**src/rtl/top2_pkg.sv**
```systemverilog
// Shared types and helpers for the frame top-two scheduler.
package top2_pkg;

    localparam int unsigned TOP2_COUNT_W = 16;

    typedef enum logic [1:0] {
        StIdle,
        StGrant,
        StStream,
        StResult
    } top2_state_e;

    // Round-robin successor of ptr, wrapping at num_req.
    function automatic int unsigned next_ptr(input int unsigned ptr, input int unsigned num_req);
        return (ptr + 1 >= num_req) ? 0 : ptr + 1;
    endfunction

endpackage

```
**src/rtl/frame_top2_scheduler_if.sv**
```systemverilog
// Requester-side and result-side handshake bundle for frame_top2_scheduler.
interface frame_top2_scheduler_if
    import top2_pkg::*;
#(
    parameter int unsigned DATA_WIDTH = 32,
    parameter int unsigned NUM_REQ    = 4
);
    localparam int unsigned ID_W = $clog2(NUM_REQ);

    logic [NUM_REQ-1:0]            req_valid;
    logic [NUM_REQ*DATA_WIDTH-1:0] req_data;
    logic [NUM_REQ-1:0]            req_last;
    logic [NUM_REQ-1:0]            req_ready;
    logic                          res_valid;
    logic                          res_ready;
    logic [DATA_WIDTH-1:0]         res_max;
    logic [DATA_WIDTH-1:0]         res_second;
    logic [ID_W-1:0]               res_id;
    logic [TOP2_COUNT_W-1:0]       res_count;

    modport slave (
        input  req_valid, req_data, req_last, res_ready,
        output req_ready, res_valid, res_max, res_second, res_id, res_count
    );

    modport master (
        output req_valid, req_data, req_last, res_ready,
        input  req_ready, res_valid, res_max, res_second, res_id, res_count
    );

endinterface

```
**src/rtl/top2_tracker.sv**
```systemverilog
// Running largest/second-largest tracker with saturating beat count.
// Define TOP2_DISTINCT_EN to ignore beats equal to the current max.
module top2_tracker
    import top2_pkg::*;
#(
    parameter int unsigned DATA_WIDTH = 32
) (
    input  logic                    clk,
    input  logic                    resetn,
    input  logic                    clear,
    input  logic                    en,
    input  logic [DATA_WIDTH-1:0]   din,
    output logic [DATA_WIDTH-1:0]   max_o,
    output logic [DATA_WIDTH-1:0]   second_o,
    output logic [TOP2_COUNT_W-1:0] count_o
);

    logic [DATA_WIDTH-1:0]   max_q, max_d;
    logic [DATA_WIDTH-1:0]   second_q, second_d;
    logic [TOP2_COUNT_W-1:0] count_q, count_d;

    always_comb begin
        max_d    = max_q;
        second_d = second_q;
        count_d  = count_q;
        if (clear) begin
            max_d    = '0;
            second_d = '0;
            count_d  = '0;
        end else if (en) begin
            if (din > max_q) begin
                second_d = max_q;
                max_d    = din;
`ifdef TOP2_DISTINCT_EN
            end else if (din < max_q && din > second_q) begin
`else
            end else if (din > second_q) begin
`endif
                second_d = din;
            end
            count_d = (count_q == '1) ? count_q : count_q + 1'b1;
        end
    end

    always_ff @(posedge clk or negedge resetn) begin
        if (!resetn) begin
            max_q    <= '0;
            second_q <= '0;
            count_q  <= '0;
        end else begin
            max_q    <= max_d;
            second_q <= second_d;
            count_q  <= count_d;
        end
    end

    assign max_o    = max_q;
    assign second_o = second_q;
    assign count_o  = count_q;

endmodule

```
**src/rtl/frame_top2_scheduler.sv**
```systemverilog
// Round-robin frame scheduler feeding a shared top-two tracker.
// TOP2_DISTINCT_EN (see top2_tracker) selects distinct-second behaviour.
module frame_top2_scheduler
    import top2_pkg::*;
#(
    parameter int unsigned DATA_WIDTH = 32,
    parameter int unsigned NUM_REQ    = 4
) (
    input  logic                  clk,
    input  logic                  resetn,
    frame_top2_scheduler_if.slave bus
);

    localparam int unsigned ID_W = $clog2(NUM_REQ);

    top2_state_e         state_q;
    logic [ID_W-1:0]     grant_q;
    logic [ID_W-1:0]     rr_ptr_q;
    logic [NUM_REQ-1:0]  req_ready_q;
    logic                res_valid_q;

    logic                win_found;
    logic [ID_W-1:0]     win_idx;
    int unsigned         cand;
    logic [DATA_WIDTH-1:0] din;
    logic                beat_acc;
    logic                beat_last;
    logic                res_hs;

    // First valid requester at or after rr_ptr_q.
    always_comb begin
        win_found = 1'b0;
        win_idx   = '0;
        cand      = 32'(rr_ptr_q);
        for (int unsigned k = 0; k < NUM_REQ; k++) begin
            if (!win_found && bus.req_valid[cand[ID_W-1:0]]) begin
                win_found = 1'b1;
                win_idx   = cand[ID_W-1:0];
            end
            cand = next_ptr(cand, NUM_REQ);
        end
    end

    assign din       = bus.req_data[32'(grant_q) * DATA_WIDTH +: DATA_WIDTH];
    assign beat_acc  = bus.req_valid[grant_q] & req_ready_q[grant_q];
    assign beat_last = bus.req_last[grant_q];
    assign res_hs    = (state_q == StResult) & bus.res_ready;

    always_ff @(posedge clk or negedge resetn) begin
        if (!resetn) begin
            state_q     <= StIdle;
            grant_q     <= '0;
            rr_ptr_q    <= '0;
            req_ready_q <= '0;
            res_valid_q <= 1'b0;
        end else begin
            unique case (state_q)
                StIdle: begin
                    if (win_found) begin
                        grant_q <= win_idx;
                        state_q <= StGrant;
                    end
                end
                StGrant: begin
                    req_ready_q <= NUM_REQ'(1) << grant_q;
                    state_q     <= StStream;
                end
                StStream: begin
                    if (beat_acc && beat_last) begin
                        req_ready_q <= '0;
                        res_valid_q <= 1'b1;
                        state_q     <= StResult;
                    end
                end
                StResult: begin
                    if (bus.res_ready) begin
                        res_valid_q <= 1'b0;
                        rr_ptr_q    <= ID_W'(next_ptr(32'(grant_q), NUM_REQ));
                        state_q     <= StIdle;
                    end
                end
                default: state_q <= StIdle;
            endcase
        end
    end

    top2_tracker #(
        .DATA_WIDTH (DATA_WIDTH)
    ) u_tracker (
        .clk      (clk),
        .resetn   (resetn),
        .clear    (res_hs),
        .en       (beat_acc),
        .din      (din),
        .max_o    (bus.res_max),
        .second_o (bus.res_second),
        .count_o  (bus.res_count)
    );

    assign bus.req_ready = req_ready_q;
    assign bus.res_valid = res_valid_q;
    assign bus.res_id    = grant_q;

endmodule
```
**src/flat_wrapper.sv**
```systemverilog
// flat-port wrapper written by rule: the top's interface ports become plain ports
module frame_top2_scheduler_flat import top2_pkg::*;
#(
    parameter int unsigned DATA_WIDTH = 32,
    parameter int unsigned NUM_REQ    = 4
)
  (clk, resetn, bus_req_valid, bus_req_data, bus_req_last, bus_res_ready, bus_req_ready, bus_res_valid, bus_res_max, bus_res_second, bus_res_id, bus_res_count);
  frame_top2_scheduler_if #(.DATA_WIDTH(DATA_WIDTH), .NUM_REQ(NUM_REQ)) bus_i ();
  input  logic clk;
  input  logic resetn;
  input wire logic [$bits(bus_i.req_valid)-1:0] bus_req_valid;
  input wire logic [$bits(bus_i.req_data)-1:0] bus_req_data;
  input wire logic [$bits(bus_i.req_last)-1:0] bus_req_last;
  input wire logic [$bits(bus_i.res_ready)-1:0] bus_res_ready;
  output wire logic [$bits(bus_i.req_ready)-1:0] bus_req_ready;
  output wire logic [$bits(bus_i.res_valid)-1:0] bus_res_valid;
  output wire logic [$bits(bus_i.res_max)-1:0] bus_res_max;
  output wire logic [$bits(bus_i.res_second)-1:0] bus_res_second;
  output wire logic [$bits(bus_i.res_id)-1:0] bus_res_id;
  output wire logic [$bits(bus_i.res_count)-1:0] bus_res_count;
  assign bus_i.req_valid = bus_req_valid;
  assign bus_i.req_data = bus_req_data;
  assign bus_i.req_last = bus_req_last;
  assign bus_i.res_ready = bus_res_ready;
  assign bus_req_ready = bus_i.req_ready;
  assign bus_res_valid = bus_i.res_valid;
  assign bus_res_max = bus_i.res_max;
  assign bus_res_second = bus_i.res_second;
  assign bus_res_id = bus_i.res_id;
  assign bus_res_count = bus_i.res_count;
  frame_top2_scheduler #(.DATA_WIDTH(DATA_WIDTH), .NUM_REQ(NUM_REQ)) u_core (.clk(clk), .resetn(resetn), .bus(bus_i));
endmodule
```
**config.mk**
```make
export PLATFORM = sky130hd
export DESIGN_NAME = frame_top2_scheduler_flat
export DESIGN_NICKNAME = d
export VERILOG_FILES = /design/src/rtl/top2_pkg.sv /design/src/rtl/frame_top2_scheduler_if.sv /design/src/rtl/top2_tracker.sv /design/src/rtl/frame_top2_scheduler.sv /design/src/flat_wrapper.sv
export SDC_FILE = /design/constraint.sdc
export NUM_CORES = 1
export LEC_CHECK = 0
export CAP_MARGIN = 20
export CELL_PAD_IN_SITES_DETAIL_PLACEMENT = 1
export CELL_PAD_IN_SITES_GLOBAL_PLACEMENT = 2
export CORE_ASPECT_RATIO = 1.75
export CORE_MARGIN = 2
export CORE_UTILIZATION = 29
export DETAILED_ROUTE_END_ITERATION = 7
export GPL_ROUTABILITY_DRIVEN = 0
export PLACE_DENSITY_LB_ADDON = 0.08
export SETUP_SLACK_MARGIN = 0.02
export SKIP_LAST_GASP = 1
export SYNTH_ARGS = -nofsm -noshare
export SYNTH_HDL_FRONTEND = slang
export SYNTH_SLANG_ARGS = --single-unit
```
**constraint.sdc**
```tcl
create_clock -name clk -period 4.55 [get_ports clk]
set_input_delay 0.6825 -clock clk [delete_from_list [all_inputs] [get_ports clk]]
set_output_delay 0.6825 -clock clk [all_outputs]
set_load 0.02 [all_outputs]
```
==> impl_metrics.csv, run 1 <==
group,metric,value,unit
floorplanning,coreArea,0.0234,sq mm
timing,fmax,253,MHz
critical_path,rrSetupSlack,600,ps
logic_synthesis,synth_xor_area_share,1.52,%
logic_synthesis,synth_top_family_by_area,"multiplexers",
route,via_per_inst,5.28,
critical_path,cp_slowest_cell,"dfrtp_2",
timing,clock-skew-final,10.7,ps
power,p_sw,3110,uW
logic_synthesis,synth-seq-cells,91,
route,post-route-drc-count,0,
power,p_clk_share,12.2,%
logic_synthesis,synth_cell_types,54,
floorplanning,start_util,29.5,%
logic_synthesis,avgSynthCellArea,10.3,sq um
flow_run,max-cap-violations,0,
logic_synthesis,synth-simple-area-share,11.3,%
clocking,cts_root_buf,"clkbuf_16",
cells_and_area,num-nets-final,1097,
place,dpl.hpwl,18.9,mm
route,drt_iter0_markers,186,
critical_path,critPathMaxStageDelay,610,ps
outcome,status,"complete, no violations",
clocking,postCtsSetupRepairBufs,0,
logic_synthesis,synth_compound_area_share,16.5,%
cells_and_area,drive_above_1_share,9.34,%
logic_synthesis,ys_seq_area_share,32.9,%
logic_synthesis,synth-edff-count,0,
global_route,grt_pass1_vias,7035,
global_route,grt_pass1_wl,39.1,mm
critical_path,path_class,"flip-flop to flip-flop",
timing,finalSetupTns,0,ps
timing,min_period_over_period,86.8,%
place,placed_cells_incl_taps,1177,
critical_path,startpoint_type,"flip-flop",
route,vias,6305,
logic_synthesis,muxShareOfSynthArea,17.7,%
logic_synthesis,synth_fp_nets,886,
clocking,h-tree-depth,3,
clocking,worstSkewPairLatency,370,ps
place,io_buffer_count,225,
global_route,antenna_found_initial,0,
critical_path,reg2reg_from,"u_core.bus.res_id[0]",
clocking,cts_tree,"yes",
global_route,grt_usage,20.1,%
critical_path,worstPathRequired,4800,ps
route,wl_met2,14.0,mm
timing,rsz0062_at_grt,"no",
route,dr_wl_met3,1.23,mm
clocking,cts_made_buffers,9,
logic_synthesis,syn_inst,673,
route,ant_nets,0,
route,dr.pass1.iters,4,
power,powerDensity,672,mW/mm^2
route,top_layer,"met4",
logic_synthesis,synthAdderAreaFrac,13.4,%
timing,slew_headroom,45.7,%
power,p_comb_share,66.9,%
power,internal-power,3510,uW
route,totalWireLength,24.7,mm
critical_path,crit_chain,"buf_4 -> mux4_2 -> ha_1 -> nand4_1 -> nor4_1 -> nand2_1 -> a22oi_2 -> buf_12 -> nor3_2 -> buf_4 -> a22o_1",
timing,finalHoldViolCount,0,
hold_path,hold_path_class,"input pin to asynchronous set/reset pin",
timing,period_minus_slack,3950,ps
cells_and_area,antenna_cells,0,
timing,maxSlewViolCount,0,
floorplanning,die-area,0.0251,sq mm
floorplanning,ioPinCount,226,
power,ir_drop,296,uV
cells_and_area,stdcell_count,1193,
clocking,clock_sinks,91,
global_route,gr-total-overflow,0,
timing,worst_pin_slew,814,ps
clocking,clkTransAtPathRegs,70,ps
logic_synthesis,synth_ff_type,"dfrtp_1",
critical_path,r2r_end,"u_core.u_tracker.max_o[10]",
clocking,cts_repair_resize_count,0,
critical_path,r2r_cells,11,
critical_path,end_kind,"flip-flop",
global_route,grt_max_degree,57,
floorplanning,die_h,208,um
logic_synthesis,netlist_area,0.00692,sq mm
cells_and_area,syn_to_final_growth,42.6,%
critical_path,cpMostUsedCell,"buf_4",
floorplanning,std_cell_rows,74,
clocking,hold_buffers,0,
clocking,clk_path_buf_depth,2,
critical_path,cp_max_fo,33,
route,wl_met1,8.93,mm
power,p_seq_share,20.9,%
power,p_leak,0.00402,uW
timing,finalSetupViolCount,0,
power,switching_share,47.0,%
critical_path,arrival,4200,ps
route,wl_per_cell,20.7,um
logic_synthesis,yosys_warnings,0,
timing,fin_hold_ws,402,ps
floorplanning,dieWidth,121,um
logic_synthesis,synthArstFlopShare,100,%
-- synthesized netlist by cell type, drive strengths merged, types with 2 or more instances --
cell type | instances | area (sq um)
nor3 | 11 | 60.1
inv | 76 | 285
xnor2 | 5 | 43.8
buf | 21 | 103
nand2 | 33 | 124
nor4 | 3 | 18.8
a211oi | 4 | 35.0
mux2 | 3 | 33.8
o21ai | 17 | 85.1
nand4 | 18 | 128
a22oi | 2 | 20.0
nor2 | 19 | 71.3
mux2i | 36 | 360
a22o | 37 | 324
and2 | 8 | 50.1
o211ai | 5 | 37.5
nand2b | 2 | 12.5
a32oi | 3 | 45.1
xor2 | 7 | 61.3
ha | 74 | 926
dfrtp | 91 | 2280
a221oi | 4 | 35.0
o31ai | 36 | 270
or3 | 2 | 12.5
and4 | 4 | 35.0
nand3 | 43 | 215
a21oi | 28 | 140
clkbuf | 18 | 67.6
a31oi | 2 | 12.5
nor2b | 5 | 31.3
mux4 | 37 | 833
a21o | 7 | 52.6
-- power groups by stage --
stage | Combinational [uW] | Clock [uW] | Sequential, uW
final | 4430 | 808 | 1380
after global routing | 4900 | 860 | 1440
after CTS | 4530 | 834 | 1390
after detailed placement | 4500 | 0 | 1410
after global placement | 4380 | 0 | 1400
after floorplan | 2710 | 0 | 1530
-- per-stage QoR --
step           area [sq um]  power, uW  worst slack (ps)  utilization, %
2_1_floorplan          6920       4250               671               -
3_3_place_gp           9550       5770               587            40.8
3_5_place_dp           9550       5910               432            40.8
4_1_cts                9860       6760               557            42.1
5_1_grt                9860       7200               316            42.1
6_report               9860       6620               599            42.1
-- flip-flops by register name, indices dropped and copies added, names as in the netlist --
name / flops
u_core.u_tracker.max_o: 32
u_core.bus.res_id: 2
u_core.u_tracker.count_o: 16
u_core.bus.req_ready: 4
u_core.state_q: 2
u_core.u_tracker.second_o: 32
u_core.bus.res_valid: 1
u_core.rr_ptr_q: 2
-- layout make-up --
type	instances	area, sq um
multi-input combinational	467	4210
clock inverter	6	71.3
inverter	76	285
tap	304	380
timing repair buffer	239	2390
clock buffer	10	239
sequential	91	2280
fill	2629	13600
-- layout by cell type (no fill, tap or decap), drive strengths merged, types with 2 or more instances in the layout --
cell and n:
a21oi 28, a21o 7, nor4 3, o211ai 5, and4 4, nor2 19
nand2b 2, a32oi 3, nand4 18, a31oi 2, nand2 33, ha 74
o21ai 17, or3 2, mux2 3, clkdlybuf4s50 224, a221oi 4, nor3 11
mux4 37, clkinvlp 2, dfrtp 91, a22oi 2, mux2i 36, a22o 37
clkbuf 10, a211oi 4, nor2b 5, and2 8, nand3 43, xnor2 5
o31ai 36, buf 15, xor2 7, inv 78
-- kinds of logic (layout without fill, tap and decap cells) --
| kind of cell | Yosys count | count (layout) |
|---|---|---|
| AO/OA/AOI/OAI | 154 | 154 |
| AND/OR/NAND/NOR | 151 | 151 |
| buffers and inverters | 115 | 331 |
| flip-flops | 91 | 91 |
| multiplexers | 76 | 76 |
| adder cells (fa/ha/maj) | 74 | 74 |
| XOR/XNOR | 12 | 12 |
-- layer usage --
layer  up-vias  track usage [%]
met5         -                0
met4         0             6.58
met3        29             4.00
met2       161             38.8
met1      3166             21.1
li1       2949                -
-- worst max-delay path, delay by kind of cell (launching register included) --
family	cells	cell delay (ps)
mux	1	590
simple gates	4	970
flops	1	610
fa+ha+maj	1	350
buf+inv	3	820
compound gates	2	470
-- how the worst max path moves through the flow --
stage	from	to	slack, ps	cells after the start
2_1_floorplan	u_core.bus.res_id[0]	u_core.u_tracker.second_o[10]	670	13
3_3_place_gp	bus_req_data[123]	u_core.u_tracker.max_o[11]	590	12
3_5_place_dp	bus_req_data[110]	u_core.u_tracker.max_o[3]	430	11
4_1_cts	u_core.bus.res_id[0]	u_core.u_tracker.max_o[3]	560	11
5_1_grt	u_core.bus.res_id[0]	u_core.u_tracker.second_o[22]	320	10
6_report	u_core.bus.res_id[0]	u_core.u_tracker.max_o[10]	600	11
Note: power is estimated with default switching activity, not from simulation.
==> run 2: changes to the inputs <==
==> constraint.sdc (replaced) <==
create_clock -name clk -period 4.55 [get_ports clk]
set_input_delay 0.91 -clock clk [delete_from_list [all_inputs] [get_ports clk]]
set_output_delay 0.91 -clock clk [all_outputs]
set_load 0.02 [all_outputs]
==> run 2 against run 1 <==
- register-to-register slack gained 20 ps
- largest cell class unchanged
- sequential share of layout area shrank 0.13 points
- via count grew 0.56%
==> impl_metrics.csv, run 2 (same netlist as run 1, synthesis figures left out) <==
group,metric,value,unit
timing,rsz0062_at_grt,"no",
flow_run,max-cap-violations,0,
global_route,grt_usage,19.9,%
route,post-route-drc-count,0,
place,dpl.hpwl,19.4,mm
timing,postLayoutSetupSlackWorst,580,ps
clocking,cts_repair_resize_count,0,
cells_and_area,syn_to_final_growth,43.4,%
timing,finalSetupTns,0,ps
floorplanning,dieWidth,121,um
clocking,worstSkewPairLatency,360,ps
power,p_comb_share,66.7,%
hold_path,hold_path_class,"flip-flop to flip-flop",
floorplanning,die-area,0.0251,sq mm
clocking,postCtsSetupRepairBufs,0,
timing,slew_headroom,55.6,%
timing,finalHoldViolCount,0,
clocking,h-tree-depth,3,
route,drt_iter0_markers,276,
cells_and_area,final_common_cell,"clkdlybuf4s50_1",
cells_and_area,n_fill_cell,2599,
route,totalWireLength,24.7,mm
timing,finalSetupViolCount,0,
cells_and_area,final_util,42.3,%
cells_and_area,multi_input_area,0.00421,sq mm
global_route,antenna_found_initial,0,
cells_and_area,ff_latch_area,0.00228,sq mm
timing,period_minus_slack,3970,ps
route,via_per_inst,5.30,
power,switching_share,46.4,%
clocking,cts_root_buf,"clkbuf_16",
floorplanning,die_h,208,um
clocking,cts_made_buffers,9,
timing,clock-skew-final,7.03,ps
critical_path,startpoint_type,"input pin",
global_route,grt_pass1_vias,7062,
clocking,clk_path_buf_depth,2,
critical_path,cp_max_fo,22,
outcome,status,"complete, no violations",
critical_path,end_kind,"flip-flop",
cells_and_area,layout_common_cells,"clkdlybuf4s50_1, dfrtp_1, inv_1, ha_1, nand3_1",
floorplanning,coreArea,0.0234,sq mm
floorplanning,ioPinCount,226,
clocking,hold_buffers,0,
place,io_buffer_count,225,
critical_path,arrival,4180,ps
power,p_clk_share,12.4,%
global_route,grt_max_degree,51,
power,p_sw,3110,uW
power,p_seq_share,20.9,%
power,p_leak,0.00405,uW
route,wl_per_cell,20.7,um
cells_and_area,num-nets-final,1100,
place,dp_worst_setup_slack,136,ps
floorplanning,start_util,29.5,%
floorplanning,std_cell_rows,74,
clocking,clkTransAtPathRegs,70,ps
route,vias,6340,
timing,fmax,252,MHz
critical_path,path_class,"input pin to flip-flop",
power,ir_drop,431,uV
cells_and_area,antenna_cells,0,
route,ant_nets,0,
timing,maxSlewViolCount,0,
global_route,grt_pass1_wl,38.8,mm
timing,min_period_over_period,87.3,%
cells_and_area,drive_above_1_share,9.53,%
critical_path,worstPathRequired,4760,ps
clocking,cts_tree,"yes",
route,dr.pass1.iters,4,
global_route,gr-total-overflow,0,
clocking,clock_sinks,91,
power,internal-power,3600,uW
timing,worst_pin_slew,667,ps
power,powerDensity,677,mW/mm^2
critical_path,rrSetupSlack,620,ps
[run 2: final timing paths]
kind                                 startpoint                             to  depth (start not counted)
min reg2reg                u_core.bus.res_valid           u_core.bus.res_valid                          2
max                           bus_req_data[110]  u_core.u_tracker.second_o[24]                         11
min in group asynchronous                resetn     u_core.u_tracker.max_o[31]                          1
max reg2reg                u_core.bus.res_id[0]  u_core.u_tracker.second_o[24]                         11
min                        u_core.bus.res_valid           u_core.bus.res_valid                          2
max in group asynchronous                resetn              u_core.state_q[1]                          2
[run 2: layer usage]
| layer | global-route usage, % | part of all wire, % | vias up |
|---|---|---|---|
| met5 | 0 | 0 | - |
| met4 | 5.77 | 1.8 | 0 |
| met3 | 3.15 | 3.9 | 30 |
| met2 | 39.5 | 58 | 157 |
| met1 | 20.8 | 37 | 3204 |
| li1 | - | - | 2949 |
[run 2: cell type report]
cell class              instances  share of cell area (%)
clock buffers                  10                    2.31
clock inverters                 6                   0.896
inverters                      76                    2.88
multi-input cells             467                    42.5
flip-flops and latches         91                    23.0
well taps                     304                    3.84
repair buffers                242                    24.6
[run 2: power by group through the flow]
stage | clock network, uW | registers, uW | logic [uW]
finish | 831 | 1400 | 4470
global route | 886 | 1450 | 4950
CTS | 853 | 1410 | 4560
detailed placement | 0 | 1430 | 4540
global placement | 0 | 1410 | 4420
floorplan | 0 | 1530 | 2710
[run 2: stage by stage]
step,hold slack [ps],cell area [sq um],power [uW],instances
final,532,9910,6710,1196
after global routing,572,9910,7290,1196
after CTS,535,9910,6830,1196
after detailed placement,515,9600,5960,1180
after global placement,497,9600,5830,1180
after floorplan,500,6920,4250,673
[run 2: worst max-delay path: stages]
cell and delay (ps):
clkdlybuf4s50_1 410, mux4_2 530, ha_1 340, nand4_1 190, nor4_1 470, nand3b_1 170, a31oi_1 70, a311oi_4 400
and2_1 200, buf_4 340, o31ai_1 130
==> run 3: changes to the inputs <==
--- a/config.mk
+++ b/config.mk
@@ -5,12 +5,11 @@
 export SDC_FILE = /design/constraint.sdc
 export NUM_CORES = 1
 export LEC_CHECK = 0
-export CAP_MARGIN = 20
 export CELL_PAD_IN_SITES_DETAIL_PLACEMENT = 1
 export CELL_PAD_IN_SITES_GLOBAL_PLACEMENT = 2
 export CORE_ASPECT_RATIO = 1.75
 export CORE_MARGIN = 2
-export CORE_UTILIZATION = 29
+export CORE_UTILIZATION = 31
 export DETAILED_ROUTE_END_ITERATION = 7
 export GPL_ROUTABILITY_DRIVEN = 0
 export PLACE_DENSITY_LB_ADDON = 0.08
==> constraint.sdc (replaced) <==
create_clock -name clk -period 4.8 [get_ports clk]
set_input_delay 0.96 -clock clk [delete_from_list [all_inputs] [get_ports clk]]
set_output_delay 0.96 -clock clk [all_outputs]
set_load 0.02 [all_outputs]
==> run 3 against run 2 <==
- register-to-register slack lost 210 ps
- non-clock buffer count fell by 3
- worst hold slack got worse by 7.2 ps
- final cell count down 0.92%
- highest routed layer unchanged
==> impl_metrics.csv, run 3 (same netlist as run 1, synthesis figures left out) <==
group,metric,value,unit
outcome,status,"complete, no violations",
critical_path,critPathMaxStageDelay,620,ps
floorplanning,die-area,0.0236,sq mm
cells_and_area,stdcell_count,1185,
route,drt_iter0_markers,207,
critical_path,worstPathRequired,5060,ps
power,p_clk_share,12.8,%
timing,period_minus_slack,4390,ps
clocking,clock_sinks,91,
global_route,grt_max_degree,65,
hold_path,holdPathEnd,"u_core.bus.res_valid",
timing,maxSlewViolCount,0,
timing,rsz0062_at_grt,"no",
floorplanning,die_h,202,um
critical_path,reg2reg_from,"u_core.bus.res_id[0]",
critical_path,r2r_end,"u_core.u_tracker.second_o[24]",
cells_and_area,num-nets-final,1097,
critical_path,path_class,"flip-flop to flip-flop",
route,via_per_inst,5.32,
floorplanning,ioPinCount,226,
power,ir_drop,359,uV
timing,clock-skew-final,9.14,ps
global_route,grt_pass1_vias,7173,
timing,fmax,228,MHz
clocking,cts_repair_resize_count,0,
cells_and_area,final_common_cell,"clkdlybuf4s50_1",
route,top_layer,"met4",
floorplanning,std_cell_rows,72,
floorplanning,start_util,31.5,%
route,wl_met2,14.3,mm
clocking,cts_made_buffers,9,
power,internal-power,3370,uW
critical_path,r2r_cells,11,
clocking,clkTransAtPathRegs,70,ps
place,dp_worst_setup_slack,21.6,ps
clocking,cts_tree,"yes",
critical_path,crit_buf_inv,3,
timing,finalSetupTns,0,ps
timing,worst_pin_slew,1120,ps
cells_and_area,drive_above_1_share,9.22,%
route,dr.pass1.iters,4,
clocking,cts_root_buf,"clkbuf_16",
critical_path,rrSetupSlack,410,ps
global_route,grt_usage,21.2,%
clocking,clk_path_buf_depth,2,
route,totalWireLength,24.5,mm
place,dpl.hpwl,18.8,mm
cells_and_area,antenna_cells,0,
critical_path,cpMostUsedCell,"buf_4",
critical_path,startpoint_type,"flip-flop",
global_route,antenna_found_initial,0,
power,switching_share,46.5,%
global_route,gr-total-overflow,0,
power,p_seq_share,21.3,%
floorplanning,dieWidth,117,um
timing,slew_headroom,25.0,%
clocking,postCtsSetupRepairBufs,0,
route,vias,6310,
hold_path,worstHoldStart,"u_core.bus.res_valid",
hold_path,hold_path_class,"flip-flop to flip-flop",
timing,finalSetupViolCount,0,
route,wl_met1,8.85,mm
critical_path,path_delay_family,"buffers and inverters",
timing,min_period_over_period,91.5,%
place,io_buffer_count,225,
critical_path,cp_slowest_cell,"dfrtp_2",
clocking,hold_buffers,0,
timing,finalHoldViolCount,0,
floorplanning,coreArea,0.0220,sq mm
route,wl_per_cell,20.6,um
global_route,grt_pass1_wl,38.1,mm
power,total_power,6310,uW
critical_path,end_kind,"flip-flop",
critical_path,arrival,4650,ps
power,p_comb_share,65.9,%
cells_and_area,layout_common_cells,"clkdlybuf4s50_1, dfrtp_1, inv_1, ha_1, nand3_1",
clocking,worstSkewPairLatency,360,ps
flow_run,max-cap-violations,0,
critical_path,crit_chain,"buf_12 -> buf_4 -> mux4_2 -> ha_1 -> nand4_1 -> nor4_1 -> nand2_1 -> a22oi_2 -> buf_4 -> mux2i_1 -> o31ai_1",
place,placed_cells_incl_taps,1169,
timing,fin_hold_ws,525,ps
clocking,h-tree-depth,3,
power,powerDensity,639,mW/mm^2
critical_path,cp_max_fo,32,
power,p_leak,0.00404,uW
hold_path,min_path_cells,2,
timing,postLayoutSetupSlackWorst,406,ps
cells_and_area,syn_to_final_growth,42.7,%
route,post-route-drc-count,0,
route,dr_wl_met3,1.02,mm
route,ant_nets,0,
cells_and_area,n_fill_cell,2469,
power,p_sw,2930,uW
==> run 3: cell count changes in the layout (fill, tap and decap cells not counted) <==
| cell | delta |
|---|---|
| clkbuf_8 | +1 |
| clkinvlp_4 | -1 |
| buf_12 | -2 |
| clkinv_2 | -1 |
| buf_4 | -1 |
| clkinv_4 | +1 |
==> run 3: layout make-up <==
cell class	instances	area [sq um]	area share, %
Clock buffer	11	243	2.46
Clock inverter	5	85.1	0.862
Inverter	76	285	2.89
Multi-Input combinational cell	467	4210	42.7
Sequential cell	91	2280	23.1
Tap cell	296	370	3.75
Timing Repair Buffer	239	2390	24.2
==> run 3: worst max-delay path by stage <==
stage,slack (ps),to,cells after the start,from
6_report,410,u_core.u_tracker.second_o[24],11,u_core.bus.res_id[0]
2_1_floorplan,920,u_core.u_tracker.second_o[10],13,u_core.bus.res_id[0]
5_1_grt,120,u_core.u_tracker.second_o[27],11,u_core.bus.res_id[0]
3_5_place_dp,20,u_core.u_tracker.max_o[6],11,bus_req_data[127]
3_3_place_gp,170,u_core.u_tracker.max_o[11],11,bus_req_data[127]
4_1_cts,340,u_core.u_tracker.max_o[4],11,u_core.bus.res_id[0]
==> run 3: power groups by stage <==
stage	Combinational, uW	Clock [uW]	Sequential (uW)
global route	4590	862	1390
global placement	4100	0	1350
CTS	4230	832	1360
detailed placement	4220	0	1370
finish	4160	805	1340
floorplan	2570	0	1450
==> run 3: layer usage <==
metal  vias up  GRT usage (%)
met3        19           4.01
met4         0           5.08
met2       143           42.1
met1      3197           21.9
li1       2951              -
met5         -              0
==> run 3: per-stage QoR <==
step | util, % | instance area, sq um
floorplan | - | 6920
global placement | 43.4 | 9540
detailed placement | 43.4 | 9540
CTS | 44.9 | 9870
global route | 44.9 | 9870
finish | 44.9 | 9870
==> run 3: worst register-to-register path: cells and delay by family (launching register included) <==
family | cells | cell delay [ps]
AOI/OAI and AO/OA | 2 | 560
buffers and inverters | 3 | 1090
muxes | 2 | 740
and+or+nand+nor | 3 | 950
adders and majority gates | 1 | 320
DFF | 1 | 620
